**src/rtl/synchronization_core_stage3.sv**
```systemverilog
// Barrier synchronization core, stage 3: applies an account message to its barrier
// record, writes the record back to stage 2 and queues release messages toward the NI.

package synchronization_core_stage3_pkg;

  localparam int ID_W   = 6;
  localparam int TILE_W = 3;
  localparam int MASK_W = 1 << TILE_W;
  localparam int CNT_W  = 4;

  typedef struct packed {
    logic [ID_W-1:0]   id_barrier;
    logic [TILE_W-1:0] tile_id_source;
    logic [CNT_W-1:0]  cnt_setup;
  } sync_account_message_t;

  typedef struct packed {
    logic [CNT_W-1:0]  cnt;
    logic [MASK_W-1:0] mask_slave;
  } barrier_data_t;

endpackage

module synchronization_core_stage3
  import synchronization_core_stage3_pkg::*;
#(
  parameter int TILE_ID            = 0,
  parameter int RELEASE_FIFO_DEPTH = 4
) (
  input  logic                  clk,
  input  logic                  reset,
  input  logic                  ss2_account_valid,
  input  sync_account_message_t ss2_account_mess,
  input  logic                  ss2_mem_valid,
  input  barrier_data_t         ss2_barrier_mem_read,
  output logic                  ss3_account_pending_valid,
  output sync_account_message_t ss3_account_pending,
  output barrier_data_t         ss3_barrier_mem_write,
  output logic                  ss3_release_barrier,
  output logic                  ss3_release_valid,
  output logic [ID_W-1:0]       ss3_release_id,
  output logic [MASK_W-1:0]     ss3_release_mask,
  input  logic                  ni_release_ready,
  output logic                  ss3_release_almost_full,
  output logic                  ss3_error
);

  localparam int PTR_W   = $clog2(RELEASE_FIFO_DEPTH);
  localparam int OCC_W   = PTR_W + 1;
  localparam int ENTRY_W = ID_W + MASK_W;

  // Illegal configurations leave a marker block in the elaborated hierarchy.
  if (RELEASE_FIFO_DEPTH < 4 ||
      (RELEASE_FIFO_DEPTH & (RELEASE_FIFO_DEPTH - 1)) != 0 ||
      TILE_ID < 0) begin : g_illegal_config
  end

  // Forward register: last write-back, covering the BRAM read-during-write gap.
  logic                 fwd_valid_q, fwd_valid_d;
  logic [ID_W-1:0]      fwd_id_q, fwd_id_d;
  barrier_data_t        fwd_data_q, fwd_data_d;
  logic                 fwd_release_q, fwd_release_d;

  logic [ENTRY_W-1:0]   fifo_mem_q [RELEASE_FIFO_DEPTH];
  logic [PTR_W-1:0]     wr_ptr_q, wr_ptr_d;
  logic [PTR_W-1:0]     rd_ptr_q, rd_ptr_d;
  logic [OCC_W-1:0]     occ_q, occ_d;
  logic                 almost_full_q, almost_full_d;
  logic                 error_q, error_d;

  logic                 fwd_hit;
  barrier_data_t        eff_data;
  logic                 eff_valid;
  logic [MASK_W-1:0]    onehot;
  logic [CNT_W-1:0]     setup;
  logic                 dup;
  barrier_data_t        wr_data;
  logic                 release_now;
  logic                 proto_err;

  logic                 fifo_full;
  logic                 head_valid;
  logic                 push_ok;
  logic                 pop;
  logic                 overflow;

  always_comb begin
    fwd_hit   = ss2_account_valid & fwd_valid_q &
                (fwd_id_q == ss2_account_mess.id_barrier);
    eff_data  = fwd_hit ? fwd_data_q : ss2_barrier_mem_read;
    eff_valid = fwd_hit ? ~fwd_release_q : ss2_mem_valid;
    onehot    = MASK_W'(1) << ss2_account_mess.tile_id_source;
    setup     = (ss2_account_mess.cnt_setup == '0) ? CNT_W'(1)
                                                   : ss2_account_mess.cnt_setup;
    dup       = eff_valid & (|(eff_data.mask_slave & onehot));

    wr_data = eff_data;
    if (!eff_valid) begin
      wr_data.cnt        = setup - CNT_W'(1);
      wr_data.mask_slave = onehot;
    end else if (!dup) begin
      wr_data.cnt        = eff_data.cnt - CNT_W'(1);
      wr_data.mask_slave = eff_data.mask_slave | onehot;
    end

    release_now = ss2_account_valid & ~dup & (wr_data.cnt == '0);
    proto_err   = ss2_account_valid &
                  ((~eff_valid & (ss2_account_mess.cnt_setup == '0)) | dup);
  end

  assign ss3_account_pending_valid = ss2_account_valid;
  assign ss3_account_pending       = ss2_account_mess;
  assign ss3_barrier_mem_write     = ss2_account_valid ? wr_data : '0;
  assign ss3_release_barrier       = release_now;

  always_comb begin
    fwd_valid_d   = fwd_valid_q;
    fwd_id_d      = fwd_id_q;
    fwd_data_d    = fwd_data_q;
    fwd_release_d = fwd_release_q;
    if (ss2_account_valid) begin
      fwd_valid_d   = 1'b1;
      fwd_id_d      = ss2_account_mess.id_barrier;
      fwd_data_d    = wr_data;
      fwd_release_d = release_now;
    end
  end

  // Release FIFO: a push onto a full queue is only accepted alongside a pop.
  always_comb begin
    fifo_full  = (occ_q == OCC_W'(RELEASE_FIFO_DEPTH));
    head_valid = (occ_q != '0);
    pop        = head_valid & ni_release_ready;
    push_ok    = release_now & (~fifo_full | pop);
    overflow   = release_now & fifo_full & ~pop;

    wr_ptr_d = push_ok ? wr_ptr_q + PTR_W'(1) : wr_ptr_q;
    rd_ptr_d = pop ? rd_ptr_q + PTR_W'(1) : rd_ptr_q;
    unique case ({push_ok, pop})
      2'b10:   occ_d = occ_q + OCC_W'(1);
      2'b01:   occ_d = occ_q - OCC_W'(1);
      default: occ_d = occ_q;
    endcase

    almost_full_d = (occ_d >= OCC_W'(RELEASE_FIFO_DEPTH - 2));
    error_d       = error_q | proto_err | overflow;
  end

  always_ff @(posedge clk) begin
    if (push_ok) begin
      fifo_mem_q[wr_ptr_q] <= {ss2_account_mess.id_barrier, wr_data.mask_slave};
    end
  end

  always_ff @(posedge clk or posedge reset) begin
    if (reset) begin
      fwd_valid_q   <= 1'b0;
      fwd_id_q      <= '0;
      fwd_data_q    <= '0;
      fwd_release_q <= 1'b0;
      wr_ptr_q      <= '0;
      rd_ptr_q      <= '0;
      occ_q         <= '0;
      almost_full_q <= 1'b0;
      error_q       <= 1'b0;
    end else begin
      fwd_valid_q   <= fwd_valid_d;
      fwd_id_q      <= fwd_id_d;
      fwd_data_q    <= fwd_data_d;
      fwd_release_q <= fwd_release_d;
      wr_ptr_q      <= wr_ptr_d;
      rd_ptr_q      <= rd_ptr_d;
      occ_q         <= occ_d;
      almost_full_q <= almost_full_d;
      error_q       <= error_d;
    end
  end

  // Head is forced to zero when empty so stale storage never reaches the NI.
  assign ss3_release_valid       = head_valid;
  assign ss3_release_id          = head_valid ? fifo_mem_q[rd_ptr_q][ENTRY_W-1:MASK_W] : '0;
  assign ss3_release_mask        = head_valid ? fifo_mem_q[rd_ptr_q][MASK_W-1:0] : '0;
  assign ss3_release_almost_full = almost_full_q;
  assign ss3_error               = error_q;

endmodule

```
**config.mk**
```make
export PLATFORM = sky130hd
export DESIGN_NAME = synchronization_core_stage3
export DESIGN_NICKNAME = d
export VERILOG_FILES = /design/src/rtl/synchronization_core_stage3.sv
export SDC_FILE = /design/constraint.sdc
export NUM_CORES = 1
export LEC_CHECK = 0
export ABC_AREA = 1
export CELL_PAD_IN_SITES_DETAIL_PLACEMENT = 0
export CELL_PAD_IN_SITES_GLOBAL_PLACEMENT = 2
export CORE_MARGIN = 2
export CORE_UTILIZATION = 35
export CTS_CLUSTER_DIAMETER = 40
export CTS_CLUSTER_SIZE = 8
export DETAILED_ROUTE_END_ITERATION = 12
export GPL_TIMING_DRIVEN = 0
export PLACE_DENSITY = 0.91
export REMOVE_ABC_BUFFERS = 1
export SLEW_MARGIN = 10
export SYNTH_ARGS = -nofsm -noshare
export SYNTH_HDL_FRONTEND = slang
export SYNTH_SLANG_ARGS = --single-unit
```
**constraint.sdc**
```tcl
create_clock -name clk -period 4.9 [get_ports clk]
set_input_delay 0.49 -clock clk [delete_from_list [all_inputs] [get_ports clk]]
set_output_delay 0.49 -clock clk [all_outputs]
set_load 0.005 [all_outputs]
```
==> results.md <==
Floorplan:
- The effective utilization at floorplan is 0.3592.
- The number of rows created at floorplan is 41.
- After floorplanning, the core was sized to cover 12620 um2.
- The die span in x is 117.8 um.
- The floorplan step defined a die boundary enclosing 13880 um2.
- During I/O placement, the number of pins put on the boundary was 74.
- From bottom edge to top edge, the die measures 117.8 um.

Synth:
- The count of synthesis-stage warnings from yosys is 0.
- Ranked by instance count, the synthesized netlist is headed by nor2_1 (83), inv_1 (72), nand2_1 (64).
- Counting flops with a built-in enable in the synthesized netlist gives 56.
- The most common cell in the netlist is nor2_1.
- Of the synthesized area, sequential elements account for 0.5311.
- Yosys mapped the design onto 36 distinct sky130hd cell types.
- The post-synthesis area per instance is 9.048 um2.
- The share of flip-flops with an asynchronous set or reset after synthesis is 0.3412.
- The post-synthesis register bit count is 85.
- After technology mapping, the gate count stands at 501.
- Yosys attributes the largest share of cell area to edfxtp_1 (37%), dfrtp_1 (16%), nor2_1 (6.9%).
- The synthesized design spends more area on one cell type than any other, namely edfxtp_1.
- Summing every instance area after synthesis gives 4533 um2.
- Of the post-synthesis cell area, the dominant cell type holds 0.3710.
- The most used flip-flop cell after synthesis is edfxtp_1.

STA:
- The final cycle utilization of the critical path is 0.9116.
- For the finished layout, the period the worst path requires is 4.467 ns.
- Setup repair after global routing left no endpoint under its margin.
- The final count of hold timing violations is 0.
- The number of failing setup endpoints in the final timing report is 0.
- For the final database, setup skew stands at 0.008111 ns.
- In this run the tightest slew margin relative to its limit is 0.3066.
- For this run, the top clock speed supported by timing is 0.2239 GHz.
- The final number of max-transition violations came to 0.
- For the pin with the worst max-slew slack, the measured transition is 1.040 ns.

Layout:
- After the flow finishes, the layout carries non-filler instances totaling 732.
- Relative to the synthesized area, the layout overhead comes to 23.71%.
- In the final layout, the share of cells above drive strength 1 is 0.1036.
- The core occupancy in the finished layout is 0.4444.
- The finished layout cell area is 5608 um2.
- The diode insertion count for antenna repair is 0.
- The layout has 1268 filler cells.
- The post-layout net count is 593.

Clock tree:
- Clock tree synthesis selected as its root buffer the cell clkbuf_16.
- The level count of the clock H-tree is 3.
- After clock tree synthesis, the setup repair step added 0 buffers.
- The clock input transition at the sequential cells of the worst setup and hold paths is 0.06 ns.
- TritonCTS created 9 clock buffers.
- For this design, the sink count on the clock tree is 85.
- The longest clock path from root to sink contains 2 buffers.
- The number of resized instances in the post-cts repair step is 0.
- The hold-fix buffer count after cts is 0.
- The clock insertion delay at the later pin of the skew report is 0.33 ns.
- The TritonCTS clock tree is yes.

Pwr:
- The leakage dissipation is 0.002373 uW.
- The total power consumption of the routed design is 2365 uW.
- The maximum VDD drop is 186.0 uV.
- Power spread over the standard cell area amounts to 421.8 nW/um2.

Place:
- After detailed placement, the total cell area comes to 5319 um2.
- The HPWL after detailed placement is 6867 um.
- The global placement routability congestion is 0.7783.
- After detailed placement, the design holds a cell count of 717.
- During placement, the flow inserted port buffers numbering 73.

Detailed routing:
- After detailed routing, the total wire length is 9986 um.
- In this run the remaining antenna-violating nets after routing total 0.
- The post-route DRC violation count is 0.
- For this block, the via count after detailed routing is 3333.
- The pre-antenna-repair detailed-routing pass consisted of 4 iterations.
- Dividing the detail-routed wire length by the instance count gives 13.64 um.
- Dividing the detail-routed via count by the number of cells gives 4.553.
- For this block, the initial DRC count from the detailed router was 152.

Setup path:
- The count of buffering cells on the critical path with inverters included is 3.
- The classification of the worst setup path is in2out.
- The required time at the endpoint of the critical path is 4.41 ns.
- The startpoint type of the worst setup path is an input pin.
- The arrival time at the worst endpoint is 3.98 ns.
- For this run, the slowest stage of the critical path takes 1.11 ns.
- The element type at the critical path end is an output pin.
- Among all stages on the critical path, the largest delay is contributed by clkdlybuf4s50_1.
- Walking the worst path, the cells encountered are clkdlybuf4s50_1 > nand2_2 > a21oi_2 > nand2_2 > nor2_8 > nand2_4 > nand2_1 > and2_1 > inv_2 > or2_1 > nand2_2 > nand2_2 > nor2_8 > clkdlybuf4s50_1.
- The maximum fanout along the worst path is 27.
- The cell family contributing the most delay on the critical path is buffers and inverters.
- By instance count, the cell type seen most on the critical path is nand2_2.

GRT:
- The global-route track usage on met2 is 0.2507.
- In this run the most used layer during global routing was met2.
- The number of global-route vias before repair is 3263.
- The number of antenna violations at the first check in global routing is 0.
- Entering global routing, the biggest net connects 32 pins.
- The met3 routing resource usage after global routing is 0.03779.
- The overall global routing resource usage is 0.1499.
- Summed over all layers, the global routing overflow is 0.
- For this run, global-route usage on met1 was measured as 0.1921.
- The first-pass GRT wire length is 16390 um.

Job:
- The number of violations of the max-capacitance limit is 0.

Worst hold path:
- The min-delay analysis places its worst path in the category reg2reg.

Run status:
- The run finished with clean final reports.
## placed cells by master, fill, tap and decap left out, types with 3 or more instances in the layout
master | Yosys | layout
dfrtp_1 | 29 | 29
a21oi_1 | 18 | 18
a31oi_1 | 8 | 8
inv_1 | 72 | 71
nor3_1 | 9 | 9
o21ai_4 | 3 | 3
nor2_8 | 3 | 3
nand4_1 | 3 | 3
nor2_1 | 83 | 78
clkbuf_16 | 0 | 9
o21bai_1 | 8 | 8
edfxtp_1 | 56 | 56
nand3_1 | 23 | 23
nor2_2 | 2 | 7
inv_2 | 5 | 6
nand2_2 | 14 | 14
xor2_1 | 5 | 5
nand2_1 | 64 | 64
ha_1 | 6 | 6
nand2_4 | 5 | 5
clkdlybuf4s50_1 | 0 | 73
o21ai_0 | 42 | 42
## through the flow
| step | hold WS (ns) | setup TNS (ns) | worst slack (ns) |
|---|---|---|---|
| CTS | 0.4917 | 0 | 0.3814 |
| detailed placement | 0.4730 | 0 | 0.1735 |
| global route | 0.5077 | 0 | 0.1821 |
| global placement | 0.4670 | -10.71 | -0.1996 |
| floorplan | 0.4534 | 0 | 1.709 |
| finish | 0.4837 | 0 | 0.4329 |
## area by class of cell
cell class | instances | area, um2 | area share
flip-flops and latches | 85 | 2407 | 0.4293
well taps | 172 | 215.2 | 0.03838
multi-input cells | 310 | 1677 | 0.2990
inverters | 77 | 289.0 | 0.05154
clock inverters | 6 | 63.81 | 0.01138
repair buffers | 73 | 730.7 | 0.1303
clock buffers | 9 | 225.2 | 0.04016
## where the power goes
part           internal, uW  switching (uW)  total, uW
Clock                   392             271        663
Combinational           379             402        781
Sequential              827            93.8        921
Total                  1600             767       2370
## sequential cells by signal, indices dropped and copies added, names as in the netlist
signal                   flops
rd_ptr_q                     2
ss3_release_almost_full      1
occ_q                        3
fwd_data_q                  12
fwd_release_q                1
ss3_error                    1
wr_ptr_q                     2
fwd_valid_q                  1
fifo_mem_q                  56
fwd_id_q                     6
## cell families (layout without fill, tap and decap cells)
group                    after synthesis  in the layout  synth area share
buffers and inverters                106            165            0.1019
XOR/XNOR                               5              5          0.009660
flip-flops                            85             85            0.5311
AND/OR/NAND/NOR                      215            215            0.2283
adder cells (fa/ha/maj)                7              7           0.02098
AO/OA/AOI/OAI                         83             83            0.1082
## worst reg2reg max path, cell delays in order, from the launching register on
cell and delay [ns]:
dfrtp_1 0.39, inv_1 0.07, nand2_1 0.07, nand2_1 0.08
inv_1 0.04, nand2_1 0.14, nor2_8 0.08, nand2_4 0.24
nand2_1 0.15, nand3_1 0.09, nand2_1 0.08, nor2_1 0.17
nand3_1 0.11, nand2_1 0.07, nand3_1 0.08, nand2_2 0.11
nand2_2 0.11, nor2_8 0.15, nand2_2 0.13, nor2_2 0.67
## path summary, 6_finish.rpt
kind / start / end / slack, ns / cells after the start
worst max-delay path: ss2_account_valid / ss3_release_barrier / 0.43 / 14
worst min-delay path: ss3_error / ss3_error / 0.48 / 1
worst max register to register: fwd_id_q[1] / fifo_mem_q[3][1] / 1.49 / 19
worst min register to register: ss3_error / ss3_error / 0.48 / 1
max in group asynchronous: reset / fwd_data_q[1] / 3.89 / 2
min in group asynchronous: reset / ss3_release_almost_full / 0.58 / 2
## routing by layer
| layer | wire (um) | vias to the layer above |
|---|---|---|
| li1 | - | 1717 |
| met4 | 85 | 0 |
| met2 | 4833 | 70 |
| met5 | 0 | - |
| met3 | 447 | 5 |
| met1 | 4620 | 1541 |
No activity file was read; power rests on OpenSTA's default activity.
==> variant 1 (config.mk and constraints unchanged) <==
Set the package constant `TILE_W` to 2 (it was 3).
--- a/src/rtl/synchronization_core_stage3.sv
+++ b/src/rtl/synchronization_core_stage3.sv
@@ -4,7 +4,7 @@
 package synchronization_core_stage3_pkg;
 
   localparam int ID_W   = 6;
-  localparam int TILE_W = 3;
+  localparam int TILE_W = 2;
   localparam int MASK_W = 1 << TILE_W;
   localparam int CNT_W  = 4;
 
Interface: changed (5 resized); port bits go from 74 to 60. The function was not compared with the original's and may differ.
==> variant 1 against the unedited design <==
Synthesized area is 24% lower. Cell area down 24%. Worst setup slack improved by 0.044 ns. Sequential cell count fell by 20. Register-to-register slack got worse by 0.02 ns. Sequential share of layout area is essentially flat. Routed wire length down 28%. Utilization fell by 0.52 points. Sequential power shrank 23%. Worst hold slack better by 0.0052 ns. Total power is 26% lower. Clock power fell by 32%. Critical endpoint unchanged. Largest cell class unchanged.
==> variant 1: results (changes against the unedited design) <==
* Synth top area cells: edfxtp_1, dfrtp_1, nand2_1 (was edfxtp_1, dfrtp_1, nor2_1)
* Post-Route WL at 7.15 mm (was 9.99 mm)
* Internal reg-to-reg setup slack at 1.47 ns (was 1.49 ns)
* Leakage at 1.88 nW (was 2.37 nW)
* Status: complete, no violations (unchanged)
* M2 GR Usage at 25.1% (about the same)
* Pre-antenna DRT Iters at 5 (was 4)
* R2r endpoint: fifo_mem_q[0][0] (was fifo_mem_q[3][1])
* Post-synth top cells: nand2_1, nor2_1, inv_1, edfxtp_1, o21ai_0 (was nor2_1, inv_1, nand2_1, edfxtp_1, o21ai_0)
* Via-to-Cell Ratio at 4.41 (was 4.55)
* Number of global-route vias before repair at 2575 (was 3263)
* Worst Skew at 0.0103 ns (was 0.00811 ns)
* Sw frac at 32.9% (was 32.4%)
* Sequential share of the synthesized area at 52.8% (was 53.1%)
* CP top delay family: buffers and inverters (unchanged)
* Count of cell types in the netlist at 37 (was 36)
* Hold Startpoint: fwd_valid_q (was ss3_error)
* EDFF count, synth at 40 (was 56)
* Postcts setup bufs at 0 (unchanged)
* Critical-path maximum fanout at 27 (unchanged)
* Placement Setup Slack at 0.133 ns (was 0.174 ns)
* Worst r2r src: fwd_id_q[2] (was fwd_id_q[1])
* Total track usage at 15.1% (was 15.0%)
* Worst Hold End: fwd_valid_q (was ss3_error)
* Post-synthesis async set-or-reset flop share at 38.5% (was 34.1%)
* First-pass GRT wire length at 12.1 mm (was 16.4 mm)
* Critical Path AT at 3.93 ns (was 3.98 ns)
* Top Registers: fifo_mem_q (40), fwd_data_q (8), fwd_id_q (6) (was fifo_mem_q (56), fwd_data_q (12), fwd_id_q (6))
* Met3 Use GR at 4.50% (was 3.78%)
* GP Congestion at 0.783 (was 0.778)
* Maximum vdd drop at 0.161 mV (was 0.186 mV)
* Initial DRC Count at 105 (was 152)
* Worst Max-Slew Pin Slew at 1.03 ns (was 1.04 ns)
* IO buf count at 59 (was 73)
* GR Layer Usage met1 at 19.4% (was 19.2%)
* Pin count of the biggest net entering global routing at 28 (was 32)
* Hpwl dp at 5.03 mm (was 6.87 mm)
* Clk root buf: clkbuf_8 (was clkbuf_16)
* Hold WC Path Type: register to register (unchanged)
* Layout cell share with drive strength beyond 1 at 9.93% (was 10.4%)
## variant 1: cell families (layout without fill, tap and decap cells)
| kind of cell | after synthesis | count (layout) | synth area share [%] |
|---|---|---|---|
| compound gates | 60 | 60 | 9.74 |
| xor+xnor | 5 | 5 | 1.27 |
| fa+ha+maj | 7 | 7 | 2.75 |
| buf+inv | 89 | 140 | 11.6 |
| flops | 65 | 65 | 52.8 |
| mux | 1 | 1 | 0.290 |
| simple gates | 165 | 165 | 21.5 |
## variant 1: per-layer routing
metal  part of all wire, %  wire, um
met5                     0         0
met3                   4.3       311
met4                  0.69        49
met1                    48      3430
met2                    47      3360
## variant 1: final cells by class
class	instances	area, um2
inverters	65	244
multi-input cells	238	1230
repair buffers	59	591
fillers	977	5430
clock buffers	11	141
well taps	133	166
clock inverters	5	55.1
flip-flops and latches	65	1830
## variant 1: power by group through the flow
stage / clock network [mW] / logic, mW / registers, mW
2_1_floorplan: 0 / 0.329 / 0.700
3_3_place_gp: 0 / 0.578 / 0.720
3_5_place_dp: 0 / 0.592 / 0.722
4_1_cts: 0.464 / 0.595 / 0.711
5_1_grt: 0.488 / 0.682 / 0.719
6_report: 0.450 / 0.584 / 0.711
## variant 1: stage by stage
stage,area (um2),total power [mW],cells,hold WS (ns)
floorplan,3300,1.03,368,0.452
global placement,4060,1.30,560,0.473
detailed placement,4060,1.31,560,0.471
CTS,4250,1.77,576,0.492
global route,4250,1.89,576,0.515
finish,4250,1.74,576,0.489
## variant 1: worst register-to-register path, cell delays in order, from the launching register on
cell	delay, ns
dfrtp_1	0.38
inv_1	0.07
nand2_1	0.05
nand2_1	0.05
nand2_1	0.08
nor2_4	0.20
nand2_4	0.17
nand2_1	0.15
o21ai_4	0.08
ha_1	0.27
inv_1	0.03
nand3_1	0.09
nand2_1	0.07
nor2_1	0.09
nand2_1	0.07
nor2_2	0.16
nand2_2	0.11
inv_2	0.10
nand2_4	0.07
nor2_1	0.76
## variant 1: how the worst max path moves through the flow
| stage | end | cells past startpoint | startpoint | slack [ns] |
|---|---|---|---|---|
| finish | ss3_release_barrier | 18 | ss2_account_valid | 0.48 |
| floorplan | fifo_mem_q[0][0] | 20 | ss2_account_mess[9] | 1.95 |
| global route | ss3_release_barrier | 18 | ss2_account_valid | 0.14 |
| detailed placement | fifo_mem_q[1][8] | 19 | ss2_account_valid | 0.13 |
| CTS | ss3_release_barrier | 18 | ss2_account_valid | 0.41 |
| global placement | fifo_mem_q[0][8] | 19 | ss2_account_valid | 0.17 |
==> variant 2 (config.mk and constraints unchanged) <==
Made on the original files. Register the output `ss3_account_pending`; this adds one clock of latency there. The other outputs are not delayed to match.
--- a/src/rtl/synchronization_core_stage3.sv
+++ b/src/rtl/synchronization_core_stage3.sv
@@ -109,7 +109,9 @@
   end
 
   assign ss3_account_pending_valid = ss2_account_valid;
-  assign ss3_account_pending       = ss2_account_mess;
+  always_ff @(posedge clk) begin
+    ss3_account_pending <= ss2_account_mess;
+  end
   assign ss3_barrier_mem_write     = ss2_account_valid ? wr_data : '0;
   assign ss3_release_barrier       = release_now;
 
Formal check against the unedited RTL: not equivalent (a bounded check fails within 4 cycles, from zero or initial values and one cycle with reset high).
==> variant 2 against the unedited design <==
Fmax increased by 5.7%. Sequential share of layout area increased by 3.4 points. Cell area increased by 2.6%. Global-route usage increased by 0.23 points. Worst setup slack improved by 0.24 ns. Synthesized area increased by 0.14%. Combinational power decreased by 0.5%. Sequential cell count increased by 13. Highest routed layer unchanged. Total power increased by 6.3%. Largest power group unchanged. Synthesized cell count decreased by 4.0%. Routed wire length increased by 3.2%. Clock skew increased by 0.0012 ns. Clock power increased by 4.8%.
==> variant 2: results (changes against the unedited design) <==
* Leakage at 2.44 nW (was 2.37 nW)
* Initial DRC Count at 183 (was 152)
* Worst Skew at 0.00927 ns (was 0.00811 ns)
* Synth top area cells: edfxtp_1, dfrtp_1, nor2_1 (unchanged)
* Final #Nets at 589 (was 593)
* Maximum vdd drop at 0.166 mV (was 0.186 mV)
* Post-synthesis xor/xnor area fraction at 1.16% (was 0.966%)
* Status: complete, no violations (unchanged)
* Placement Setup Slack at -0.0212 ns (was 0.174 ns)
* GP Congestion at 0.817 (was 0.778)
* Worst Max-Slew Pin Slew at 1.10 ns (was 1.04 ns)
* H-tree depth at 3 (unchanged)
* Adder-cell share of the synthesized area at 2.09% (was 2.10%)
* Top Registers: fifo_mem_q (56), ss3_account_pending (13), fwd_data_q (12) (was fifo_mem_q (56), fwd_data_q (12), fwd_id_q (6))
* Count of cell types in the netlist at 38 (was 36)
* Hpwl dp at 6.88 mm (was 6.87 mm)
* Cts repair resizes at 0 (unchanged)
* Sequential share of the synthesized area at 58.8% (was 53.1%)
* Post-Place Cells at 713 (was 717)
* Total CTS buffers at 9 (unchanged)
* Routed vias at 3380 (was 3333)
* Post-synthesis cell count at 481 (was 501)
* Post-synth top cells: nor2_1, inv_1, nand2_1, edfxtp_1, o21ai_0 (unchanged)
* Clk root buf: clkbuf_16 (unchanged)
* Pre-antenna DRT Iters at 5 (was 4)
* Total track usage at 15.2% (was 15.0%)
* Synth warnings at 0 (unchanged)
* CTS max path bufs at 2 (unchanged)
* Initial antenna violation count at 0 (unchanged)
* Layout cell share with drive strength beyond 1 at 8.80% (was 10.4%)
* Critical-path maximum fanout at 27 (unchanged)
* Sw frac at 31.8% (was 32.4%)
* Placed cell area at 5460 um2 (was 5320 um2)
* First-pass GRT wire length at 16.6 mm (was 16.4 mm)
* Mux cell area share after synthesis at 0% (unchanged)
* Post-Route WL at 10.3 mm (was 9.99 mm)
* Compound-cell area share of the yosys netlist at 10.4% (was 10.8%)
* Postcts setup bufs at 0 (unchanged)
* Ant. Diodes at 0 (unchanged)
* Pin count of the biggest net entering global routing at 32 (unchanged)
* EDFF count, synth at 56 (unchanged)
* Post-synthesis async set-or-reset flop share at 29.6% (was 34.1%)
* Via-to-Cell Ratio at 4.64 (was 4.55)
* Hold WC Path Type: register to register (unchanged)
* Reg clk slew, reported paths at about 0.070 ns
* IO buf count at 73 (unchanged)
* Worst-skew pair later-pin latency at ~0.34 ns
* Critical Path AT at 3.74 ns (was 3.98 ns)
* # fillers at 1246 (was 1268)
[variant 2: cell types whose count changed after synthesis, sizes merged, moves of 2 or more]
cell / change
buf: -12
nor3: +2
nand2: -6
nor2: -8
dfxtp: +13
nand3: -4
o21ai: -2
inv: -3
clkbuf: -2
[variant 2: final cells by class]
class | instances | area share [%]
clock buffer | 9 | 3.91
clock inverter | 7 | 1.22
inverter | 75 | 4.89
multi-input combinational | 293 | 26.6
sequential | 98 | 46.4
tap | 172 | 3.74
timing repair buffer | 75 | 13.3
[variant 2: metal layers]
metal  vias up  track usage (%)  routed length (um)
li1       1707                -                   -
met2        90             26.1                5040
met4         0             5.65                 118
met5         -                0                   0
met1      1574             19.2                4630
met3         9             2.66                 509
[variant 2: kinds of logic (layout without fill, tap and decap cells)]
group | after synthesis | after routing
buf+inv | 90 | 166
compound gates | 83 | 83
simple gates | 197 | 197
xor+xnor | 6 | 6
fa+ha+maj | 7 | 7
flops | 98 | 98
[variant 2: critical path, stage by stage]
cell and delay (ns):
dlymetal6s2s_1 0.77, nand2_1 0.15, a21oi_2 0.17, nand2_2 0.10, nor2_8 0.20, nand2_4 0.18
nand2_1 0.12, nand2_2 0.22, inv_1 0.21, o2111ai_1 0.20, nor2_4 0.21, nand2_2 0.10
inv_2 0.10, clkdlybuf4s50_1 0.50
[variant 2: stage by stage]
| step | util [%] | TNS, ns |
|---|---|---|
| 2_1_floorplan | - | 0 |
| 3_3_place_gp | 42.9 | -24.21 |
| 3_5_place_dp | 43.2 | -0.421 |
| 4_1_cts | 45.6 | 0 |
| 5_1_grt | 45.6 | 0 |
| 6_report | 45.6 | 0 |
[variant 2: final timing paths]
path	from	end	slack [ns]	depth (start not counted)
min	fwd_valid_q	fwd_valid_q	0.48	1
min in group asynchronous	reset	ss3_error	0.57	2
max reg2reg	fwd_id_q[3]	fifo_mem_q[3][5]	1.39	17
max	ss2_account_valid	ss3_release_barrier	0.67	14
min reg2reg	fwd_valid_q	fwd_valid_q	0.48	1
max in group asynchronous	reset	fwd_data_q[11]	3.89	2
[variant 2: power by group through the flow]
| stage | combinational, mW | sequential [mW] | clock, mW |
|---|---|---|---|
| 4_1_cts | 0.792 | 1.04 | 0.714 |
| 6_report | 0.777 | 1.04 | 0.695 |
| 5_1_grt | 0.870 | 1.05 | 0.741 |
| 3_5_place_dp | 0.789 | 1.06 | 0 |
| 3_3_place_gp | 0.759 | 1.06 | 0 |
| 2_1_floorplan | 0.417 | 1.02 | 0 |
